## src/rtl/clk_meas_multi.sv

```systemverilog
// clk_meas_multi -- multi-channel reference-clock frequency meter.
//
// Counts rising edges on N_CH asynchronous clock-indicator inputs over a
// gate window of GATE_CYCLES clk cycles and publishes per-channel counts
// through an Avalon-MM slave (fixed read latency 1, no waitrequest).
//
// Optional feature: define CLK_MEAS_MULTI_MINMAX_EN to add per-channel
// min/max result tracking (word addresses 16+ch / 24+ch, cleared by
// CTRL.clear_minmax). Without it those addresses read 0.
//
// Ports:
//   clk               system clock, sole clock of the block
//   reset             synchronous, active-high
//   meas_in           [N_CH] asynchronous clock indicators
//   avs_address       [5] word address
//   avs_read          read strobe, data returned next cycle
//   avs_readdata      [32] read data, held until next read
//   avs_readdatavalid read data valid pulse
//   avs_write         write strobe (only CTRL is writable)
//   avs_writedata     [32] write data
//   led_dbg           toggles at each gate end
//
// Register map (word address):
//   0 ID 0x434C4B4D | 1 CTRL (b0 enable, b1 clear_minmax W1) |
//   2 STATUS (alive[N_CH-1:0], b31 valid) | 3 GATE_CYCLES | 4 gate_seq |
//   8+ch result[ch] | 16+ch min[ch] | 24+ch max[ch]

// Per-channel lane: synchroniser, edge detector, saturating window counter,
// latched result and optional min/max.
module clk_meas_lane #(
  parameter int CNT_W       = 32,
  parameter int SYNC_STAGES = 2
) (
  input  logic             clk,
  input  logic             reset,
  input  logic             enable,
  input  logic             gate_end,
  input  logic             meas,
  output logic [CNT_W-1:0] result,
  output logic             alive
`ifdef CLK_MEAS_MULTI_MINMAX_EN
  ,
  input  logic             clear_mm,
  output logic [CNT_W-1:0] min_val,
  output logic [CNT_W-1:0] max_val
`endif
);
  localparam logic [CNT_W-1:0] CNT_MAX = '1;

  logic [SYNC_STAGES-1:0] sync_q;
  logic                   sync_d;
  logic                   rise;
  logic [CNT_W-1:0]       cnt;
  logic [CNT_W-1:0]       cnt_fin;

  assign rise = sync_q[SYNC_STAGES-1] & ~sync_d;
  // Count including this cycle's edge, pinned at all-ones.
  assign cnt_fin = (cnt == CNT_MAX) ? CNT_MAX : cnt + CNT_W'(rise);

  always_ff @(posedge clk) begin
    if (reset) begin
      sync_q <= '0;
      sync_d <= 1'b0;
      cnt    <= '0;
      result <= '0;
      alive  <= 1'b0;
    end else begin
      sync_q <= {sync_q[SYNC_STAGES-2:0], meas};
      sync_d <= sync_q[SYNC_STAGES-1];
      if (!enable) begin
        cnt <= '0;
      end else if (gate_end) begin
        cnt    <= '0;
        result <= cnt_fin;
        alive  <= |cnt_fin;
      end else begin
        cnt <= cnt_fin;
      end
    end
  end

`ifdef CLK_MEAS_MULTI_MINMAX_EN
  // A clear landing on gate_end discards history, so the new result becomes
  // both min and max.
  always_ff @(posedge clk) begin
    if (reset) begin
      min_val <= '1;
      max_val <= '0;
    end else if (gate_end) begin
      min_val <= (clear_mm || cnt_fin < min_val) ? cnt_fin : min_val;
      max_val <= (clear_mm || cnt_fin > max_val) ? cnt_fin : max_val;
    end else if (clear_mm) begin
      min_val <= '1;
      max_val <= '0;
    end
  end
`endif
endmodule

module clk_meas_multi #(
  parameter int N_CH        = 6,
  parameter int GATE_CYCLES = 125000000,
  parameter int CNT_W       = 32,
  parameter int SYNC_STAGES = 2
) (
  input  logic            clk,
  input  logic            reset,
  input  logic [N_CH-1:0] meas_in,
  input  logic [4:0]      avs_address,
  input  logic            avs_read,
  output logic [31:0]     avs_readdata,
  output logic            avs_readdatavalid,
  input  logic            avs_write,
  input  logic [31:0]     avs_writedata,
  output logic            led_dbg
);
  localparam int          GW        = $clog2(GATE_CYCLES);
  localparam logic [GW-1:0] GATE_LAST = GW'(GATE_CYCLES - 1);
  localparam logic [31:0] ID_VAL    = 32'h434C4B4D;

  logic [GW-1:0]                gate_cnt;
  logic                         enable;
  logic                         gate_end;
  logic                         valid;
  logic [31:0]                  gate_seq;
  logic                         ctrl_wr;
  logic [31:0]                  rd_mux;
  logic [N_CH-1:0]              alive;
  logic [N_CH-1:0][CNT_W-1:0]   result;

  assign gate_end = enable && (gate_cnt == GATE_LAST);
  assign ctrl_wr  = avs_write && (avs_address == 5'd1);

`ifdef CLK_MEAS_MULTI_MINMAX_EN
  logic                         clear_mm;
  logic [N_CH-1:0][CNT_W-1:0]   min_val;
  logic [N_CH-1:0][CNT_W-1:0]   max_val;
  logic                         unused_wdata;
  // Clear acts on the write cycle so min/max read reset values next cycle.
  assign clear_mm     = ctrl_wr && avs_writedata[1];
  assign unused_wdata = &{1'b0, avs_writedata[31:2]};
`else
  logic                         unused_wdata;
  assign unused_wdata = &{1'b0, avs_writedata[31:1]};
`endif

  for (genvar c = 0; c < N_CH; c++) begin : g_lane
    clk_meas_lane #(
      .CNT_W       (CNT_W),
      .SYNC_STAGES (SYNC_STAGES)
    ) u_lane (
      .clk      (clk),
      .reset    (reset),
      .enable   (enable),
      .gate_end (gate_end),
      .meas     (meas_in[c]),
      .result   (result[c]),
      .alive    (alive[c])
`ifdef CLK_MEAS_MULTI_MINMAX_EN
      ,
      .clear_mm (clear_mm),
      .min_val  (min_val[c]),
      .max_val  (max_val[c])
`endif
    );
  end

  // Read mux sees pre-update state, so a read on gate_end or alongside a
  // write returns the old value.
  always_comb begin
    rd_mux = '0;
    case (avs_address)
      5'd0: rd_mux = ID_VAL;
      5'd1: rd_mux = {31'd0, enable};
      5'd2: begin
        rd_mux[N_CH-1:0] = alive;
        rd_mux[31]       = valid;
      end
      5'd3: rd_mux = 32'(GATE_CYCLES);
      5'd4: rd_mux = gate_seq;
      default: ;
    endcase
    for (int c = 0; c < N_CH; c++) begin
      if (avs_address == 5'(8 + c))  rd_mux = 32'(result[c]);
`ifdef CLK_MEAS_MULTI_MINMAX_EN
      if (avs_address == 5'(16 + c)) rd_mux = 32'(min_val[c]);
      if (avs_address == 5'(24 + c)) rd_mux = 32'(max_val[c]);
`endif
    end
  end

  always_ff @(posedge clk) begin
    if (reset) begin
      gate_cnt          <= '0;
      enable            <= 1'b1;
      valid             <= 1'b0;
      gate_seq          <= '0;
      led_dbg           <= 1'b0;
      avs_readdata      <= '0;
      avs_readdatavalid <= 1'b0;
    end else begin
      if (!enable || gate_end) gate_cnt <= '0;
      else                     gate_cnt <= gate_cnt + GW'(1);
      if (gate_end) begin
        valid    <= 1'b1;
        gate_seq <= gate_seq + 32'd1;
        led_dbg  <= ~led_dbg;
      end
      if (ctrl_wr) enable <= avs_writedata[0];
      avs_readdatavalid <= avs_read;
      if (avs_read) avs_readdata <= rd_mux;
    end
  end
endmodule

```

## config.mk

```make
export PLATFORM = sky130hd
export DESIGN_NAME = clk_meas_multi
export DESIGN_NICKNAME = d
export VERILOG_FILES = /design/src/rtl/clk_meas_multi.sv
export SDC_FILE = /design/constraint.sdc
export NUM_CORES = 1
export LEC_CHECK = 0
export CAP_MARGIN = 5
export CORE_MARGIN = 4
export CORE_UTILIZATION = 40
export CTS_CLUSTER_SIZE = 28
export DETAILED_ROUTE_END_ITERATION = 10
export GPL_TIMING_DRIVEN = 0
export PLACE_DENSITY_LB_ADDON = 0.25
export SYNTH_ARGS = -nofsm -noshare
export SYNTH_HDL_FRONTEND = slang
export SYNTH_SLANG_ARGS = --single-unit
```

## constraint.sdc

```tcl
create_clock -name clk -period 4.8 [get_ports clk]
set_clock_uncertainty 0.1 [all_clocks]
set_input_delay 0.96 -clock clk [delete_from_list [all_inputs] [get_ports clk]]
set_output_delay 0.96 -clock clk [all_outputs]
set_load 0.01 [all_outputs]
```

; Word level (Yosys, flattened, before mapping)
; Cells that the tools add are included.
; Widths: inputs -> output; s select.
[word_totals]
rom_bits = 0
n_memories = 0
latchBits = 0
word_cells = 105
mem_bits_rw = 0
out_inout_bits = 34
regBits = 503
[classes]
n_reduce_logical = 14
n_bitwise = 14
shift = 0
n_mul = 0
muxes = 15
n_lt_le_gt_ge = 0
n_div = 0
addsub = 8
eq_ne = 17
[op_table]
columns = operator, n
row1 = $mux 32, 12
row2 = $add 32x1->32, 6
row3 = $eq 32x32->1 const B, 6
row4 = $reduce_or 32->1, 6
row5 = $pmux 25 s3, 1
row6 = $add 32x1->32 const B, 1
row7 = $eq 5x4->1 const B, 6
row8 = $add 27x1->27 const B, 1
row9 = $eq 27x27->1 const B, 1
row10 = $pmux 6 s4, 1
row11 = $eq 5x2->1 const B, 2
row12 = $not 1->1, 8
row13 = $and 1x1->1, 6
row14 = $eq 5x1->1 const B, 1
row15 = $eq 5x3->1 const B, 1
row16 = $logic_not 5->1, 1
row17 = $reduce_or 3->1, 1
row18 = $logic_and 1x1->1, 2
row19 = $pmux 1 s2, 1
row20 = $reduce_and 2->1, 1
row21 = $reduce_or 2->1, 1
row22 = $logic_not 1->1, 1
row23 = $logic_or 1x1->1, 1

; Depth between registers and ports, before layout
; Gate-level depths: netlist of run 1.
[logic_depth]
depth_word = 8
depth_mapped = 12
mapped_depth_nobuf = 11

; By module
; Synthesis of run 1 repeated with hierarchy kept, for this count alone.
[hier_totals]
hier_cells = 3037
hier_area_um2 = 24750.0
[modules_own_cells]
columns = module, n_inst, area_per_inst_um2, seq_area_each_um2, cells_each
row1 = clk_meas_lane at g_lane[0].u_lane ..., 5, 3079.2, 1361.3, 368
row2 = clk_meas_multi, 1, 6221.0, 1901.8, 827
row3 = clk_meas_lane at g_lane[3].u_lane, 1, 3133.0, 1361.3, 370

; Least setup slack after synthesis of run 1
; Ideal clock, no wire load.
[synth_path]
kind = input -> register
startpoint = input avs_address[1]
endpoint = register avs_readdata[26]
setup_time_ns = 0.091
path_buffers = 3
slack_ns = 1.677
stages = 11
arrival_ns = 2.932
path_cell_list = clkbuf_1 -> nor4_1 -> and2_1 -> clkbuf_1 -> buf_2 -> nand2_1 -> nand2_1 -> o21ai_0 -> a21oi_1 -> o22ai_1 -> a311oi_1
[synth_via]
elab_chain_cells = 8
[synth_lines]
columns = element, line_no
row1 = "start, declared", 109  ; input logic [4:0] avs_address,
row2 = $eq 5x3->1 (tied with other cells), 172  ; case (avs_address)
row3 = $pmux 25 s3, 172
row4 = $mux 32 (5 in series), 184  ; if (avs_address == 5'(8 + c)) rd_mux = 32'(result[c]);
row5 = $mux 32 (*), 184
row6 = "end signal, assigned", 211  ; if (avs_read) avs_readdata <= rd_mux;
row7 = "end, declared", 111  ; output logic [31:0] avs_readdata,
; Mark *: on every way between the ends. The rest lies on a longest branch, timed or not.
; A chain may end at the register's enable or synchronous reset.

; Worst setup path after layout of run 1
[layout_path]
startpoint = register gate_cnt[0]
endpoint = register g_lane[3].u_lane.result[29]
[layout_via]
elab_chain_cells = 3
[layout_lines]
columns = element, line_no
row1 = "start, declared", 121  ; logic [GW-1:0] gate_cnt;
row2 = "start signal, assigned", 203  ; else gate_cnt <= gate_cnt + GW'(1);
row3 = $eq 27x27->1, 131  ; assign gate_end = enable && (gate_cnt == GATE_LAST);
row4 = $logic_and 1x1->1, 131
row5 = $reduce_and 2->1 (no source line), --
row6 = "end signal, assigned", 74  ; result <= cnt_fin;
row7 = "end, declared", 39  ; output logic [CNT_W-1:0] result,
; No other way between the ends.

==> results.cfg, run 1 <==
[sta]
post-route-worst-setup-slack_ns = 0.757
period_minus_slack_ns = 4.04
setup_violations = 0
timing.final.hold_violations = 0
worst_pin_slew_ns = 1.25
clock.fmax_mhz = 247
maxSlewViolCount = 0
fin_crit_sh_pct = 84.2
rsz0062_at_grt = false
max_slew_margin_pct = 16.8

[logic_synthesis]
synth-adder-area-share_pct = 1.06
syn_nets = 3050
synth-edff-count = 0
synth_ff_type = dfxtp_1
synth.yosys.seq_area_share_pct = 42.7
synthArstFlopShare_pct = 0
yosysUniqueCellTypes = 67
muxShareOfSynthArea_pct = 1.03
ys_ff_latch = 503
syn_inst = 2983
synth_compound_area_share_pct = 15.5
synthSimpleGateAreaFrac_pct = 28.4
synth_xor_area_share_pct = 7.72
avgSynthCellArea_sq_um = 7.91
synth_top_family_by_area = simple AND/OR/NAND/NOR gates
ys_warn_count = 0
netlist_area_sq_um = 23600

[layout]
syn_to_final_growth_pct = 14.6
fin_util_pct = 46.6
drive_gt1_share_pct = 4.66
nNetsFinal = 3156
final_cells = 3899

[critical_path]
reg2reg_to = g_lane[3].u_lane.result[29]$_SDFFE_PP0P_
worst-path-stages = 9
worstSetupPathType = reg2reg
worstSetupEndpoint = g_lane[3].u_lane.result[29]$_SDFFE_PP0P_
crit_path_frequent_cell = clkbuf_1
critPathCaptureType = register
cp_slowest_cell = nor4_4
cp.required_ns = 5.25
crit_family = buffers and inverters
setup.worst_path.start_class = register
worstPathArrival_ns = 4.50
rr_worst_depth = 9
path_buf_inv = 4
r2r_slack_ns = 0.76
crit_path_cell_trace = ha_1 -> nand4_1 -> nor4_4 -> buf_6 -> clkbuf_1 -> clkbuf_1 -> clkbuf_1 -> nand2_1 -> a21oi_1
cp_slowest_stage_delay_ns = 0.63
worstReg2RegStart = gate_cnt[0]$_SDFF_PP0_
cp_max_fo = 10
crit_start = gate_cnt[0]$_SDFF_PP0_

[power]
p_int_uw = 7050
power_density_nw_per_um2 = 340
p_sw_share_pct = 23.2
ir_worst_vdd_mv = 0.306
pwr-share-seq_pct = 46.0
p_leak_uw = 0.00924
power_frac_comb_pct = 3.7
power_switching_uw = 2130
p_clk_share_pct = 50.3

[clock_tree]
h-tree-depth = 2
post_cts_buffers = 0
clkTransAtPathRegs_ns = 0.06
cts_tree = done
clk_path_buf_depth = 3
cts_buffers = 56
cts_resized = 0
cts_sinks = 503
clk_latency_ns = 0.62
cts_root_buf = clkbuf_16
holdBufCountCts = 0

[detailed_routing]
final_antenna_net_count = 0
wire_per_inst_microns = 23.7
firstDrtPassIters = 9
viasPerCell = 5.92
vias = 23100
wl_mm = 92.4
drtIter0Drc = 2520
drcViolationCount = 0

[global_route]
grt.overflow.total = 0
grt_antenna_before_repair = 2
first_global_vias = 21600
track_usage_pct = 28.2
grt_pass1_wl_mm = 137
grt_start_max_net_pins = 15

[placement]
place_hpwl_mm = 72.3
port_buffers = 46
placed_cells = 3796
place.gp.congestion = 1.01
post-place-ws_ns = -0.167

[die]
die_height_microns = 251
fp.dieW_microns = 251
rows = 88
io-pin-count = 81
die-area_sq_um = 62900
core_sq_um = 58000
initial_core_util_pct = 40.7

[run]
drv_cap = 0

[outcome]
outcome = completed

[worst_hold_path]
hold_path_class = reg2reg
## metal layers
metal	share of wire [%]	global-route usage [%]
met1	44	39.1
met2	43	43.4
met3	7.7	4.44
met4	5.1	12.6
met5	0	0
## cells by family (layout without fill, tap and decap cells)
| logic type | Yosys count | count (layout) |
|---|---|---|
| AOI/OAI and AO/OA | 568 | 568 |
| xor gates and xnor gates | 208 | 208 |
| adders and majority gates | 20 | 20 |
| buffers and inverters | 223 | 373 |
| DFF | 503 | 503 |
| muxes | 23 | 23 |
| other | 0 | 1 |
| and+or+nand+nor | 1438 | 1438 |
## power by group through the flow
| stage | Clock, uW | Sequential, uW | Combinational (uW) |
|---|---|---|---|
| after floorplan | 0 | 4310 | 160 |
| after global placement | 0 | 4310 | 329 |
| after detailed placement | 0 | 4310 | 331 |
| after CTS | 4660 | 4220 | 332 |
| after global routing | 4830 | 4220 | 358 |
| final | 4620 | 4220 | 340 |
## how the worst min path moves through the flow
| stage | start | end | slack (ns) | cells past startpoint |
|---|---|---|---|---|
| finish | g_lane[1].u_lane.sync_q[0]$_SDFF_PP0_ | g_lane[1].u_lane.sync_q[1]$_SDFF_PP0_ | 0.34 | 1 |
| global route | g_lane[4].u_lane.sync_q[0]$_SDFF_PP0_ | g_lane[4].u_lane.sync_q[1]$_SDFF_PP0_ | 0.36 | 1 |
| global placement | g_lane[4].u_lane.sync_q[0]$_SDFF_PP0_ | g_lane[4].u_lane.sync_q[1]$_SDFF_PP0_ | 0.33 | 1 |
| detailed placement | g_lane[1].u_lane.sync_q[0]$_SDFF_PP0_ | g_lane[1].u_lane.sync_q[1]$_SDFF_PP0_ | 0.33 | 1 |
| floorplan | g_lane[0].u_lane.sync_q[0]$_SDFF_PP0_ | g_lane[0].u_lane.sync_q[1]$_SDFF_PP0_ | 0.31 | 1 |
| CTS | g_lane[1].u_lane.sync_q[0]$_SDFF_PP0_ | g_lane[1].u_lane.sync_q[1]$_SDFF_PP0_ | 0.34 | 1 |
## layout make-up
cell class / instances / area, sq um
inverters: 22 / 82.6
fillers: 5712 / 31000
diodes: 1 / 2.50
well taps: 765 / 957
repair buffers: 48 / 487
multi-input cells: 2257 / 12700
clock buffers: 72 / 1550
plain buffers: 201 / 773
clock inverters: 30 / 409
flip-flops and latches: 503 / 10100
## Yosys cell counts, types with 5 or more instances
cell / instances / area share, %
clkbuf_1: 179 / 2.8
o21ai_0: 97 / 2.1
a31oi_1: 22 / 0.58
nand2_1: 259 / 4.1
a31o_2: 5 / 0.19
a211oi_1: 148 / 4.7
nand2b_1: 5 / 0.13
a41o_1: 5 / 0.21
nor3_1: 71 / 1.5
mux2_2: 11 / 0.52
nor2_1: 632 / 10
buf_2: 11 / 0.23
o21bai_1: 7 / 0.22
or2_2: 8 / 0.21
xor2_1: 90 / 3.3
a221oi_1: 15 / 0.56
and3_1: 52 / 1.4
a21oi_1: 176 / 3.7
buf_1: 9 / 0.14
nand4_1: 85 / 2.3
nor4_1: 48 / 1.3
or4_1: 15 / 0.48
inv_1: 22 / 0.35
a311oi_1: 23 / 0.85
nand3_1: 124 / 2.6
dfxtp_1: 503 / 43
o221ai_1: 8 / 0.30
a2111oi_0: 10 / 0.37
nor2b_1: 40 / 1.1
and4_1: 24 / 0.89
or3_1: 28 / 0.74
and2_1: 15 / 0.40
o22ai_1: 17 / 0.45
nor4b_1: 5 / 0.19
ha_1: 20 / 1.1
mux2i_1: 12 / 0.51
xnor2_1: 118 / 4.4
## layout by cell type (no fill, tap or decap), types with 23 or more instances in the layout
cell type        count
or3_1               28
a311oi_1            23
nand4_1             85
clkdlybuf4s50_1     46
nor2b_1             40
nand2_1            259
clkbuf_16           56
nor3_1              71
and3_1              52
nand3_1            124
nor4_1              46
xnor2_1            118
o21ai_0             97
clkbuf_1           186
xor2_1              90
a21oi_1            176
nor2_1             632
dfxtp_1            503
and4_1              24
a211oi_1           148
## stage by stage
stage | power, uW | TNS (ns) | hold slack, ns | area (sq um)
finish | 9180 | 0 | 0.337 | 27000
global route | 9410 | 0 | 0.360 | 27000
CTS | 9220 | 0 | 0.342 | 27000
detailed placement | 4640 | -0.230 | 0.329 | 25100
global placement | 4640 | -0.614 | 0.329 | 25000
floorplan | 4470 | 0 | 0.314 | 23600
## flip-flops by register name, summed over array words and instances (netlist names)
signal,cells
g_lane.u_lane.cnt,192
valid,1
g_lane.u_lane.sync_d,6
gate_cnt,27
g_lane.u_lane.alive,6
avs_readdatavalid,1
g_lane.u_lane.result,192
gate_seq,32
led_dbg,1
g_lane.u_lane.sync_q,12
enable,1
avs_readdata,32
No activity file was read; power rests on OpenSTA's default activity.
==> run 2: changes to the inputs <==
==> constraint.sdc (replaced) <==
create_clock -name clk -period 3.7 [get_ports clk]
set_clock_uncertainty 0.1 [all_clocks]
set_input_delay 0.74 -clock clk [delete_from_list [all_inputs] [get_ports clk]]
set_output_delay 0.74 -clock clk [all_outputs]
set_load 0.01 [all_outputs]
==> run 2 against run 1 <==
Highest routed layer unchanged. Non-clock buffer count is 2 lower. Clock-buffer cell count did not move. Final cell count is essentially flat. Combinational power up 30%. Register-to-register slack worse by 0.65 ns. Die area did not move.
==> results.cfg, run 2 (synthesized netlist as in run 1, its figures left out) <==
[outcome]
outcome = completed

[sta]
rsz0062_at_grt = false
timing.final.hold_violations = 0
worst_pin_slew_ns = 1.26
clock.fmax_mhz = 278
fin_tns_setup_ns = 0
period_minus_slack_ns = 3.59
max_slew_margin_pct = 16.1
setup_violations = 0
maxSlewViolCount = 0
fin_crit_sh_pct = 97.1

[critical_path]
reg2reg_to = g_lane[3].u_lane.alive$_SDFFE_PP0P_
rr_worst_depth = 11
worstPathArrival_ns = 3.99
worstSetupEndpoint = g_lane[3].u_lane.alive$_SDFFE_PP0P_
cp.required_ns = 4.09
crit_start = g_lane[3].u_lane.sync_q[1]$_SDFF_PP0_
cp_max_fo = 7
critPathCaptureType = register
worstSetupPathType = reg2reg
setup.worst_path.start_class = register
r2r_slack_ns = 0.11
worstReg2RegStart = g_lane[3].u_lane.sync_q[1]$_SDFF_PP0_

[detailed_routing]
drcViolationCount = 0
wl_mm = 92.7
wire_per_inst_microns = 23.8
final_antenna_net_count = 0
firstDrtPassIters = 6
drtIter0Drc = 2641
viasPerCell = 5.94
vias = 23200

[placement]
place.gp.congestion = 1.01
place_hpwl_mm = 72.3
placed_cells = 3796
port_buffers = 46

[global_route]
grt_antenna_before_repair = 2
grt_pass1_wl_mm = 137
grt.overflow.total = 0
grt_start_max_net_pins = 15
first_global_vias = 21600
track_usage_pct = 28.2

[layout]
nNetsFinal = 3154
final_cell_mix = 632 x nor2_1, 503 x dfxtp_1, 259 x nand2_1
syn_to_final_growth_pct = 14.7
mostFrequentLayoutCell = nor2_1
reg_top3 = g_lane.u_lane.cnt x192, g_lane.u_lane.result x192
nFillCells = 5705
antenna_cells = 0
final_cells = 3896
drive_gt1_share_pct = 4.98

[run]
drv_cap = 0

[clock_tree]
cts_buffers = 56
clk_path_buf_depth = 3
cts_tree = done
clk_latency_ns = 0.63
post_cts_buffers = 0
cts_sinks = 503
holdBufCountCts = 0
clkTransAtPathRegs_ns = 0.06
h-tree-depth = 2
cts_root_buf = clkbuf_16

[die]
fp.dieW_microns = 251
initial_core_util_pct = 40.7
rows = 88
io-pin-count = 81
core_sq_um = 58000
die_height_microns = 251
die-area_sq_um = 62900

[worst_hold_path]
hold_path_class = reg2reg

[power]
ir_worst_vdd_mv = 0.394
p_leak_uw = 0.00928
power_density_nw_per_um2 = 440
==> run 2: through the flow <==
step	hold WS, ns	utilization, %	cell area [sq um]	setup WS, ns	total power (uW)
finish	0.337	46.7	27100	0.106	11900
global route	0.360	46.7	27100	0.00212	12200
CTS	0.342	46.6	27000	0.0464	12000
detailed placement	0.329	43.2	25100	-1.05	6020
global placement	0.329	43.1	25000	-1.10	6020
floorplan	0.314	-	23600	0.603	5800
==> run 2: what timing repair did <==
action | 4_1_cts | 5_1_grt
pin swaps | 0 | 2
gates resized for setup | 6 | 12
setup endpoints to repair | 112 | 22
==> run 2: how the worst min path moves through the flow <==
stage / startpoint / to / cells past startpoint / slack [ns]
after floorplan: g_lane[0].u_lane.sync_q[0]$_SDFF_PP0_ / g_lane[0].u_lane.sync_q[1]$_SDFF_PP0_ / 1 / 0.31
after global placement: g_lane[4].u_lane.sync_q[0]$_SDFF_PP0_ / g_lane[4].u_lane.sync_q[1]$_SDFF_PP0_ / 1 / 0.33
after detailed placement: g_lane[1].u_lane.sync_q[0]$_SDFF_PP0_ / g_lane[1].u_lane.sync_q[1]$_SDFF_PP0_ / 1 / 0.33
after CTS: g_lane[1].u_lane.sync_q[0]$_SDFF_PP0_ / g_lane[1].u_lane.sync_q[1]$_SDFF_PP0_ / 1 / 0.34
after global routing: g_lane[4].u_lane.sync_q[0]$_SDFF_PP0_ / g_lane[4].u_lane.sync_q[1]$_SDFF_PP0_ / 1 / 0.36
final: g_lane[1].u_lane.sync_q[0]$_SDFF_PP0_ / g_lane[1].u_lane.sync_q[1]$_SDFF_PP0_ / 1 / 0.34
==> run 2: critical path: stages (launching register included) <==
cell and delay, ns:
dfxtp_1 0.32, nor2b_2 0.33, ha_2 0.36, ha_1 0.17, and4_1 0.27, nand3_1 0.22, nor2_1 0.19, xnor2_1 0.20
nand2_1 0.19, or4b_2 0.69, nor4_1 0.31, a21oi_1 0.11
==> run 2: metal layers <==
layer / up-vias / global-route usage (%) / routed length [microns]
met5: - / 0 / 0
met4: 0 / 12.7 / 4830
met3: 201 / 4.21 / 7420
met2: 1002 / 43.4 / 40100
met1: 11200 / 39.3 / 40400
li1: 10700 / - / -
==> run 2: cell type report <==
| class | count | area [sq um] | share of cell area (%) |
|---|---|---|---|
| repair buffers | 48 | 487 | 1.80 |
| clock buffers | 72 | 1550 | 5.73 |
| well taps | 765 | 957 | 3.54 |
| flip-flops and latches | 503 | 10100 | 37.2 |
| multi-input cells | 2257 | 12700 | 47.1 |
| plain buffers | 199 | 773 | 2.86 |
| inverters | 22 | 82.6 | 0.305 |
| clock inverters | 30 | 409 | 1.51 |
==> run 2: power by group <==
part / internal, uW / switching [uW] / leakage (uW)
clock: 3580 / 2420 / 0.000966
sequential: 5450 / 29.0 / 0.00406
combinational: 121 / 322 / 0.00425
total: 9150 / 2770 / 0.00928
